<file path="src/rtl/axi_pkg.sv">
// Shared AXI types and helpers for the burst write master.
package axi_pkg;

    typedef enum logic [1:0] {
        RESP_OKAY   = 2'b00,
        RESP_EXOKAY = 2'b01,
        RESP_SLVERR = 2'b10,
        RESP_DECERR = 2'b11
    } resp_t;

    typedef enum logic [1:0] {
        BURST_FIXED = 2'b00,
        BURST_INCR  = 2'b01,
        BURST_WRAP  = 2'b10
    } burst_t;

    typedef enum logic [1:0] {
        ST_IDLE = 2'b00,
        ST_ADDR = 2'b01,
        ST_DATA = 2'b10
    } wm_state_t;

    localparam int unsigned ERR_CNT_W  = 8;
    localparam int unsigned BEAT_CNT_W = 8;
    localparam int unsigned OST_CNT_W  = 4;

    typedef struct packed {
        logic                 sticky;
        logic [ERR_CNT_W-1:0] count;
    } err_stat_t;

    // Saturating increment for the error counter.
    function automatic logic [ERR_CNT_W-1:0] sat_inc(input logic [ERR_CNT_W-1:0] v);
        return (v == {ERR_CNT_W{1'b1}}) ? v : v + ERR_CNT_W'(1);
    endfunction

endpackage

</file>
<file path="src/rtl/axi_wbuf_fifo.sv">
// Synchronous first-word-fall-through write buffer; head word is always on rdata.
module axi_wbuf_fifo #(
    parameter int unsigned DATA_W     = 32,
    parameter int unsigned FIFO_DEPTH = 16,
    localparam int unsigned PTR_W     = $clog2(FIFO_DEPTH),
    localparam int unsigned CNT_W     = PTR_W + 1
) (
    input  logic              clk,
    input  logic              rst,
    input  logic              push,
    input  logic [DATA_W-1:0] wdata,
    input  logic              pop,
    output logic [DATA_W-1:0] rdata,
    output logic              full,
    output logic              empty,
    output logic [CNT_W-1:0]  count
);

    logic [DATA_W-1:0] mem_q [FIFO_DEPTH];
    logic [PTR_W-1:0]  wr_ptr_q, wr_ptr_d;
    logic [PTR_W-1:0]  rd_ptr_q, rd_ptr_d;
    logic [CNT_W-1:0]  count_q, count_d;
    logic              do_push;
    logic              do_pop;

    assign full    = (count_q == CNT_W'(FIFO_DEPTH));
    assign empty   = (count_q == '0);
    assign count   = count_q;
    assign rdata   = mem_q[rd_ptr_q];
    assign do_push = push && !full;
    assign do_pop  = pop && !empty;

    always_comb begin
        wr_ptr_d = wr_ptr_q;
        rd_ptr_d = rd_ptr_q;
        count_d  = count_q;
        if (do_push) wr_ptr_d = wr_ptr_q + PTR_W'(1);
        if (do_pop)  rd_ptr_d = rd_ptr_q + PTR_W'(1);
        case ({do_push, do_pop})
            2'b10:   count_d = count_q + CNT_W'(1);
            2'b01:   count_d = count_q - CNT_W'(1);
            default: count_d = count_q;
        endcase
    end

    always_ff @(posedge clk) begin
        if (rst) begin
            wr_ptr_q <= '0;
            rd_ptr_q <= '0;
            count_q  <= '0;
        end else begin
            wr_ptr_q <= wr_ptr_d;
            rd_ptr_q <= rd_ptr_d;
            count_q  <= count_d;
        end
    end

    // Storage is not reset; pointers define validity.
    always_ff @(posedge clk) begin
        if (do_push) mem_q[wr_ptr_q] <= wdata;
    end

endmodule

</file>
<file path="src/rtl/axi_wburst_master.sv">
// AXI4 INCR-burst write master: buffers a word stream, issues AW/W bursts,
// tracks outstanding B responses and accumulates error status.
module axi_wburst_master
    import axi_pkg::*;
#(
    parameter int unsigned DATA_W          = 32,
    parameter int unsigned ADDR_W          = 32,
    parameter int unsigned BURST_LEN       = 4,
    parameter int unsigned FIFO_DEPTH      = 16,
    parameter int unsigned MAX_OUTSTANDING = 2
) (
    input  logic                clk,
    input  logic                rst,
    input  logic                cfg_load,
    input  logic [ADDR_W-1:0]   base_addr,
    input  logic [DATA_W-1:0]   send_data,
    input  logic                data_valid,
    output logic                data_ready,
    output logic [ADDR_W-1:0]   awaddr,
    output logic [7:0]          awlen,
    output logic [2:0]          awsize,
    output logic [1:0]          awburst,
    output logic                awvalid,
    input  logic                awready,
    output logic [DATA_W-1:0]   wdata,
    output logic [DATA_W/8-1:0] wstrb,
    output logic                wlast,
    output logic                wvalid,
    input  logic                wready,
    input  logic [1:0]          bresp,
    input  logic                bvalid,
    output logic                bready,
    output logic                busy,
    output logic                err_sticky,
    output logic [7:0]          err_count
);

    localparam int unsigned STRB_W      = DATA_W / 8;
    localparam int unsigned BURST_BYTES = BURST_LEN * STRB_W;
    localparam int unsigned CNT_W       = $clog2(FIFO_DEPTH) + 1;
    localparam int unsigned AXSIZE      = $clog2(STRB_W);

    wm_state_t               state_q, state_d;
    logic [ADDR_W-1:0]       awaddr_q, awaddr_d;
    logic                    awvalid_q, awvalid_d;
    logic                    wvalid_q, wvalid_d;
    logic                    wlast_q, wlast_d;
    logic [BEAT_CNT_W-1:0]   beat_q, beat_d;
    logic [OST_CNT_W-1:0]    ost_q, ost_d;
    logic                    bready_q, bready_d;
    logic                    busy_q, busy_d;
    err_stat_t               err_q, err_d;

    logic                    fifo_full;
    logic                    fifo_empty;
    logic [CNT_W-1:0]        fifo_count;
    logic [DATA_W-1:0]       fifo_rdata;
    logic                    push;
    logic                    pop;
    logic                    aw_hs;
    logic                    w_hs;
    logic                    b_hs;
    logic                    burst_done;

    assign data_ready = !fifo_full && !rst;
    assign push       = data_valid && data_ready;
    assign aw_hs      = awvalid_q && awready;
    assign w_hs       = wvalid_q && wready;
    assign b_hs       = bvalid && bready_q;
    assign pop        = w_hs && !fifo_empty;

    axi_wbuf_fifo #(
        .DATA_W     (DATA_W),
        .FIFO_DEPTH (FIFO_DEPTH)
    ) u_wbuf (
        .clk   (clk),
        .rst   (rst),
        .push  (push),
        .wdata (send_data),
        .pop   (pop),
        .rdata (fifo_rdata),
        .full  (fifo_full),
        .empty (fifo_empty),
        .count (fifo_count)
    );

    // Burst sequencing, outstanding tracking and error accumulation.
    always_comb begin
        state_d    = state_q;
        awaddr_d   = awaddr_q;
        awvalid_d  = awvalid_q;
        wvalid_d   = wvalid_q;
        wlast_d    = wlast_q;
        beat_d     = beat_q;
        ost_d      = ost_q;
        err_d      = err_q;
        burst_done = 1'b0;

        case (state_q)
            ST_IDLE: begin
                if (cfg_load) awaddr_d = base_addr;
                if ((fifo_count >= CNT_W'(BURST_LEN)) &&
                    (ost_q < OST_CNT_W'(MAX_OUTSTANDING))) begin
                    state_d   = ST_ADDR;
                    awvalid_d = 1'b1;
                end
            end
            ST_ADDR: begin
                if (aw_hs) begin
                    state_d   = ST_DATA;
                    awvalid_d = 1'b0;
                    awaddr_d  = awaddr_q + ADDR_W'(BURST_BYTES);
                    wvalid_d  = 1'b1;
                    wlast_d   = (BURST_LEN == 1);
                    beat_d    = '0;
                end
            end
            ST_DATA: begin
                if (w_hs) begin
                    if (wlast_q) begin
                        state_d    = ST_IDLE;
                        wvalid_d   = 1'b0;
                        wlast_d    = 1'b0;
                        burst_done = 1'b1;
                    end else begin
                        beat_d  = beat_q + BEAT_CNT_W'(1);
                        wlast_d = ((beat_q + BEAT_CNT_W'(1)) == BEAT_CNT_W'(BURST_LEN - 1));
                    end
                end
            end
            default: state_d = ST_IDLE;
        endcase

        // A completing burst and a returning response cancel out.
        case ({burst_done, b_hs})
            2'b10:   ost_d = ost_q + OST_CNT_W'(1);
            2'b01:   ost_d = ost_q - OST_CNT_W'(1);
            default: ost_d = ost_q;
        endcase

        // Configuration clear takes priority over a coincident bad response.
        if (cfg_load && (state_q == ST_IDLE)) begin
            err_d = '0;
        end else if (b_hs && (resp_t'(bresp) != RESP_OKAY)) begin
            err_d.sticky = 1'b1;
            err_d.count  = sat_inc(err_q.count);
        end

        bready_d = (ost_d != '0);
        busy_d   = (state_d != ST_IDLE) || (ost_d != '0);
    end

    always_ff @(posedge clk) begin
        if (rst) begin
            state_q   <= ST_IDLE;
            awaddr_q  <= '0;
            awvalid_q <= 1'b0;
            wvalid_q  <= 1'b0;
            wlast_q   <= 1'b0;
            beat_q    <= '0;
            ost_q     <= '0;
            bready_q  <= 1'b0;
            busy_q    <= 1'b0;
            err_q     <= '0;
        end else begin
            state_q   <= state_d;
            awaddr_q  <= awaddr_d;
            awvalid_q <= awvalid_d;
            wvalid_q  <= wvalid_d;
            wlast_q   <= wlast_d;
            beat_q    <= beat_d;
            ost_q     <= ost_d;
            bready_q  <= bready_d;
            busy_q    <= busy_d;
            err_q     <= err_d;
        end
    end

    assign awaddr     = awaddr_q;
    assign awlen      = 8'(BURST_LEN - 1);
    assign awsize     = 3'(AXSIZE);
    assign awburst    = BURST_INCR;
    assign awvalid    = awvalid_q;
    assign wdata      = fifo_rdata;
    assign wstrb      = '1;
    assign wlast      = wlast_q;
    assign wvalid     = wvalid_q;
    assign bready     = bready_q;
    assign busy       = busy_q;
    assign err_sticky = err_q.sticky;
    assign err_count  = err_q.count;

endmodule

</file>
<file path="config.mk">
export PLATFORM = sky130hd
export DESIGN_NAME = axi_wburst_master
export DESIGN_NICKNAME = d
export VERILOG_FILES = /design/src/rtl/axi_pkg.sv /design/src/rtl/axi_wbuf_fifo.sv /design/src/rtl/axi_wburst_master.sv
export SDC_FILE = /design/constraint.sdc
export NUM_CORES = 1
export LEC_CHECK = 0
export CAP_MARGIN = 20
export CORE_MARGIN = 8
export CORE_UTILIZATION = 46
export DETAILED_ROUTE_END_ITERATION = 10
export GPL_ROUTABILITY_DRIVEN = 0
export PLACE_DENSITY = 0.63
export SYNTH_ARGS = -nofsm -noshare
export SYNTH_HDL_FRONTEND = slang
export SYNTH_SLANG_ARGS = --single-unit
</file>
<file path="constraint.sdc">
create_clock -name clk -period 7.48 [get_ports clk]
set_input_delay 1.87 -clock clk [delete_from_list [all_inputs] [get_ports clk]]
set_output_delay 1.87 -clock clk [all_outputs]
set_load 0.01 [all_outputs]
</file>
# Word-level counts from Yosys, hierarchy flattened
# Memory sizes are Yosys's and may differ from the RTL's. A register that Yosys moved wholly into a read port is not among the register bits.
# Index checks and enable logic that the tools add are counted.
# totals
input_bits,73
memories,1
ff_bits,73
out_inout_bits,96
ram_bits,512
wordCells,103
mem_bits_ro,0
latchBits,0
# mem_list
name,depth,word_bits,read_ports,rd_clocked_by_memory_dff,wr,line,text
u_wbuf.mem_q,16,32,1,1,1,axi_wbuf_fifo.sv:19,logic [DATA_W-1:0] mem_q [FIFO_DEPTH];
# classes
add_sub_neg,9
muxes,31
n_reduce_logical,30
n_div,0
bitwise,1
n_lt_le_gt_ge,2
n_shift,0
n_mul,0
n_eq_ne,15
# op_table
operator,n
$mux W32,2
$pmux W32 S2,1
$add A32 B5 Y32 const B,1
$mux W8,3
$add A8 B1 Y8 const B,2
$pmux W8 S2,1
$add A4 B1 Y4 const B,3
$mux W1,12
$ne A2 B2 Y1 const B,6
$logic_and A1 B1 Y1,11
$pmux W5 S2,1
$reduce_bool A2 Y1,5
$reduce_and A3 Y1,3
$eq A8 B2 Y1 const B,1
$eq A8 B8 Y1 const B,1
$mux W2,4
$mux W4,2
$pmux W4 S2,1
$reduce_and A4 Y1,2
$eq A2 B1 Y1 const B,3
$eq A2 B2 Y1 const B,3
$pmux W1 S2,3
$pmux W2 S3,1
$add A5 B1 Y5 const B,1
other kinds (13),15

# Longest topological paths before layout
# logic_depth
word_depth,7
mapped_depth,12
ltp_nobuf,11

# Modules after synthesis
# A second synthesis with hierarchy kept.
# hier_totals
hier_cells,1362
hier_area_um2,23622.7
# modules_own_cells
module,seq_area_each_um2,area_per_inst_um2,instances,cells_per_inst
axi_wbuf_fifo,15715.1,20120.5,1,909
axi_wburst_master,1201.2,3502.1,1,453

# Least setup slack after synthesis
# No wires, ideal clock.
# synth_timing
kind,input-to-output
startpoint,input port rst
endpoint,output port data_ready
path_buffers,2
t_arrival_ns,2.533
path_slack_ns,3.077
t_required_ns,5.610
cell_stages,3
cell_sequence,clkbuf_1 clkbuf_1 a21oi_1
# synth_between
elab_chain_len,2
# synth_rtl
element,line,text
from (decl),axi_wburst_master.sv:13,"input logic rst,"
$logic_not A1 Y1,axi_wburst_master.sv:65,assign data_ready = !fifo_full && !rst;
$logic_and A1 B1 Y1,axi_wburst_master.sv:65,
to (decl),axi_wburst_master.sv:18,"output logic data_ready,"
# Every way passes these cells.

==> metrics.txt <==
Starting Density 46.2%; TritonCTS clock tree done; Rel. slew slack 39.2%; TritonCTS buffer count 58; Final Power 6730 uW; Wirelength per Cell 24.0 um; Post-synth EDFFs 512; Logic pwr share 3.3%; Yosys cell types 67; Cells after Synth 1272; CTS H-tree depth 2; reg2reg setup slack 4.27 ns; Die Area 58700 um^2; total routed wirelength 52100 um; initial antenna violation count 1; dpl cell area 25900 um^2; die extent in x 242 um; Peak VDD IR 171 uV; DRT antenna net count 0; top-count cell post-synth edfxtp_1; slowest CP cell dfxtp_4; final setup vio count 0; Synth area leader edfxtp_1; DR iter-0 viols 1052; # DRC 0; final number of hold-violating endpoints 0; Die Span Y 242 um; Avg Inst Size Synth 18.5 um^2; GR Overflow Total 0; element type at the critical path start register; mapped cell area 23600 um^2; top cells by count, synth 512 x edfxtp_1, 160 x mux4_2, 77 x dfxtp_1; Arr. time, crit path 3.59 ns; Critical Path, Cell by Cell buf_12, mux4_2, mux4_2, clkdlybuf4s50_1; Clk network pwr share 42.9%; critical path required time 5.61 ns; post-CTS setup buffers 0; Via-to-Cell Ratio 5.69; P per Cell Area 242 nW/um^2; synth warn 0; Top Ports 169; pin count of the biggest net entering global routing 73; Internal 5350 uW; post-synthesis sequential area ratio 71.8%; site row count 83; Crit Path Class reg2out; worst hold path type reg2reg; Finished Core Util 54.4%; Post-synth top flop edfxtp_1; crit-path max FO 46; vias in the first global route 12875; core region area 51000 um^2; largest cells by area after synthesis edfxtp_1 65%, mux4_2 15%, dfxtp_1 6.5%, nor2_1 1.1%, a21oi_1 1.0%; Global Route Usage Sum 17.5%; ant diodes 0; Period minus WS final 5.46 ns; Area growth syn-to-layout 17.8%; Final period util 73.0%; CTS resizes 0; critical path's most frequent cell mux4_2; fin area 27800 um^2; setup repair after global routing missed its margin false; clock sink count 589; Leak 0.00863 uW; sw frac 20.4%; Reg power frac 53.8%; Post-Route Skew 0.0296 ns; first-pass GRT wire length 79400 um; ys async rst share 0%; cts hold-fix bufs 0; kind of end point of the critical path output port; PortBufs 151; Reg clk slew, reported paths 0.06 ns; max frequency 183 MHz; DR pass1 iterations 5; switching power of the nets 1370 uW; Clk Latency, worst-skew pair 0.63 ns; dpl hpwl 28100 um; post-route setup TNS 0 ns; status completed; area share of the largest cell type after synthesis 65.2%; Clock Path Buffers 3; NumNets Final 1534; max cap viols 0; CTS root buf clkbuf_16; Via Count 12358; share of cells above drive strength 1 20.2%; Final Max Slew Viols 0; Slew @ Worst Pin 0.911 ns; flops & latches, synth 589; Max stage delay on crit path 0.91 ns; Filler Cells Inserted 3962
## logic make-up after synthesis
group / after synthesis / synth area share [%]
buffers and inverters: 94 / 1.85
muxes: 167 / 15.6
DFF: 589 / 71.8
adders and majority gates: 16 / 0.849
and+or+nand+nor: 254 / 5.65
AOI/OAI and AO/OA: 128 / 3.43
other: 2 / 0.0319
xor gates and xnor gates: 22 / 0.818
## final timing paths
path / startpoint / endpoint / depth (start not counted)
worst max-delay path: register / wdata[3] / 4
worst min-delay path: awaddr[2] / awaddr[2] / 2
worst max register to register: u_wbuf.count[2] / u_wbuf.count[4] / 11
worst min register to register: awaddr[2] / awaddr[2] / 2
## per-stage QoR
step | hold WS, ns | instances | worst slack (ns)
5_1_grt | 0.473 | 2172 | 1.79
3_5_place_dp | 0.450 | 2065 | 2.57
4_1_cts | 0.459 | 2172 | 1.89
3_3_place_gp | 0.444 | 2065 | 2.58
2_1_floorplan | 0.477 | 1287 | 3.08
6_report | 0.456 | 2172 | 2.02
## placed cells by master, fill, tap and decap left out, types with 13 or more instances in the layout
| cell type | count |
|---|---|
| a21oi_1 | 47 |
| and2_2 | 16 |
| buf_4 | 24 |
| clkbuf_16 | 59 |
| clkdlybuf4s50_1 | 150 |
| clkinv_1 | 16 |
| conb_1 | 17 |
| dfxtp_1 | 73 |
| edfxtp_1 | 512 |
| ha_1 | 16 |
| inv_1 | 13 |
| mux4_2 | 160 |
| nand2_1 | 49 |
| nand3_1 | 27 |
| nor2_1 | 68 |
| nor3_1 | 19 |
| o21ai_0 | 22 |
## critical path: cells and delay by family (launching register included)
kind	cells	cell delay [ns]
mux	2	1.06
flops	1	0.91
buf+inv	2	0.91
## state kept, by name (all words and copies together), names as in the netlist, named ones only
signal and count:
u_wbuf.mem_q 512, awaddr 32, beat_q 8, err_count 8
u_wbuf.count 5, ost_q 4, u_wbuf.rd_ptr_q 4, u_wbuf.wr_ptr_q 4
state_q 2, awvalid 1, bready 1, busy 1
err_sticky 1, wlast 1, wvalid 1
## final cells by class
class	count	area, um^2	area share (%)
Timing Repair Buffer	178	1750	6.29
Inverter	14	52.6	0.189
Tap cell	680	851	3.06
Sequential cell	589	16900	61.0
Clock buffer	67	1510	5.43
Clock inverter	40	385	1.39
Multi-Input combinational cell	604	6290	22.7
## layer usage
| metal | global-route usage, % | routed length [um] | share of wire, % | up-vias |
|---|---|---|---|---|
| li1 | - | - | - | 5492 |
| met1 | 23.1 | 22000 | 42 | 6445 |
| met2 | 29.4 | 26000 | 50 | 339 |
| met3 | 3.41 | 3040 | 5.8 | 82 |
| met4 | 4.86 | 1030 | 2.0 | 0 |
| met5 | 0 | 0 | 0 | - |
## power groups by stage
| stage | clock network (uW) | logic, uW | registers, uW |
|---|---|---|---|
| 2_1_floorplan | 0 | 83.1 | 3690 |
| 3_3_place_gp | 0 | 216 | 3690 |
| 3_5_place_dp | 0 | 220 | 3690 |
| 4_1_cts | 2960 | 221 | 3620 |
| 5_1_grt | 3070 | 237 | 3620 |
| 6_report | 2890 | 219 | 3620 |
No activity file was read; power rests on OpenSTA's default activity.
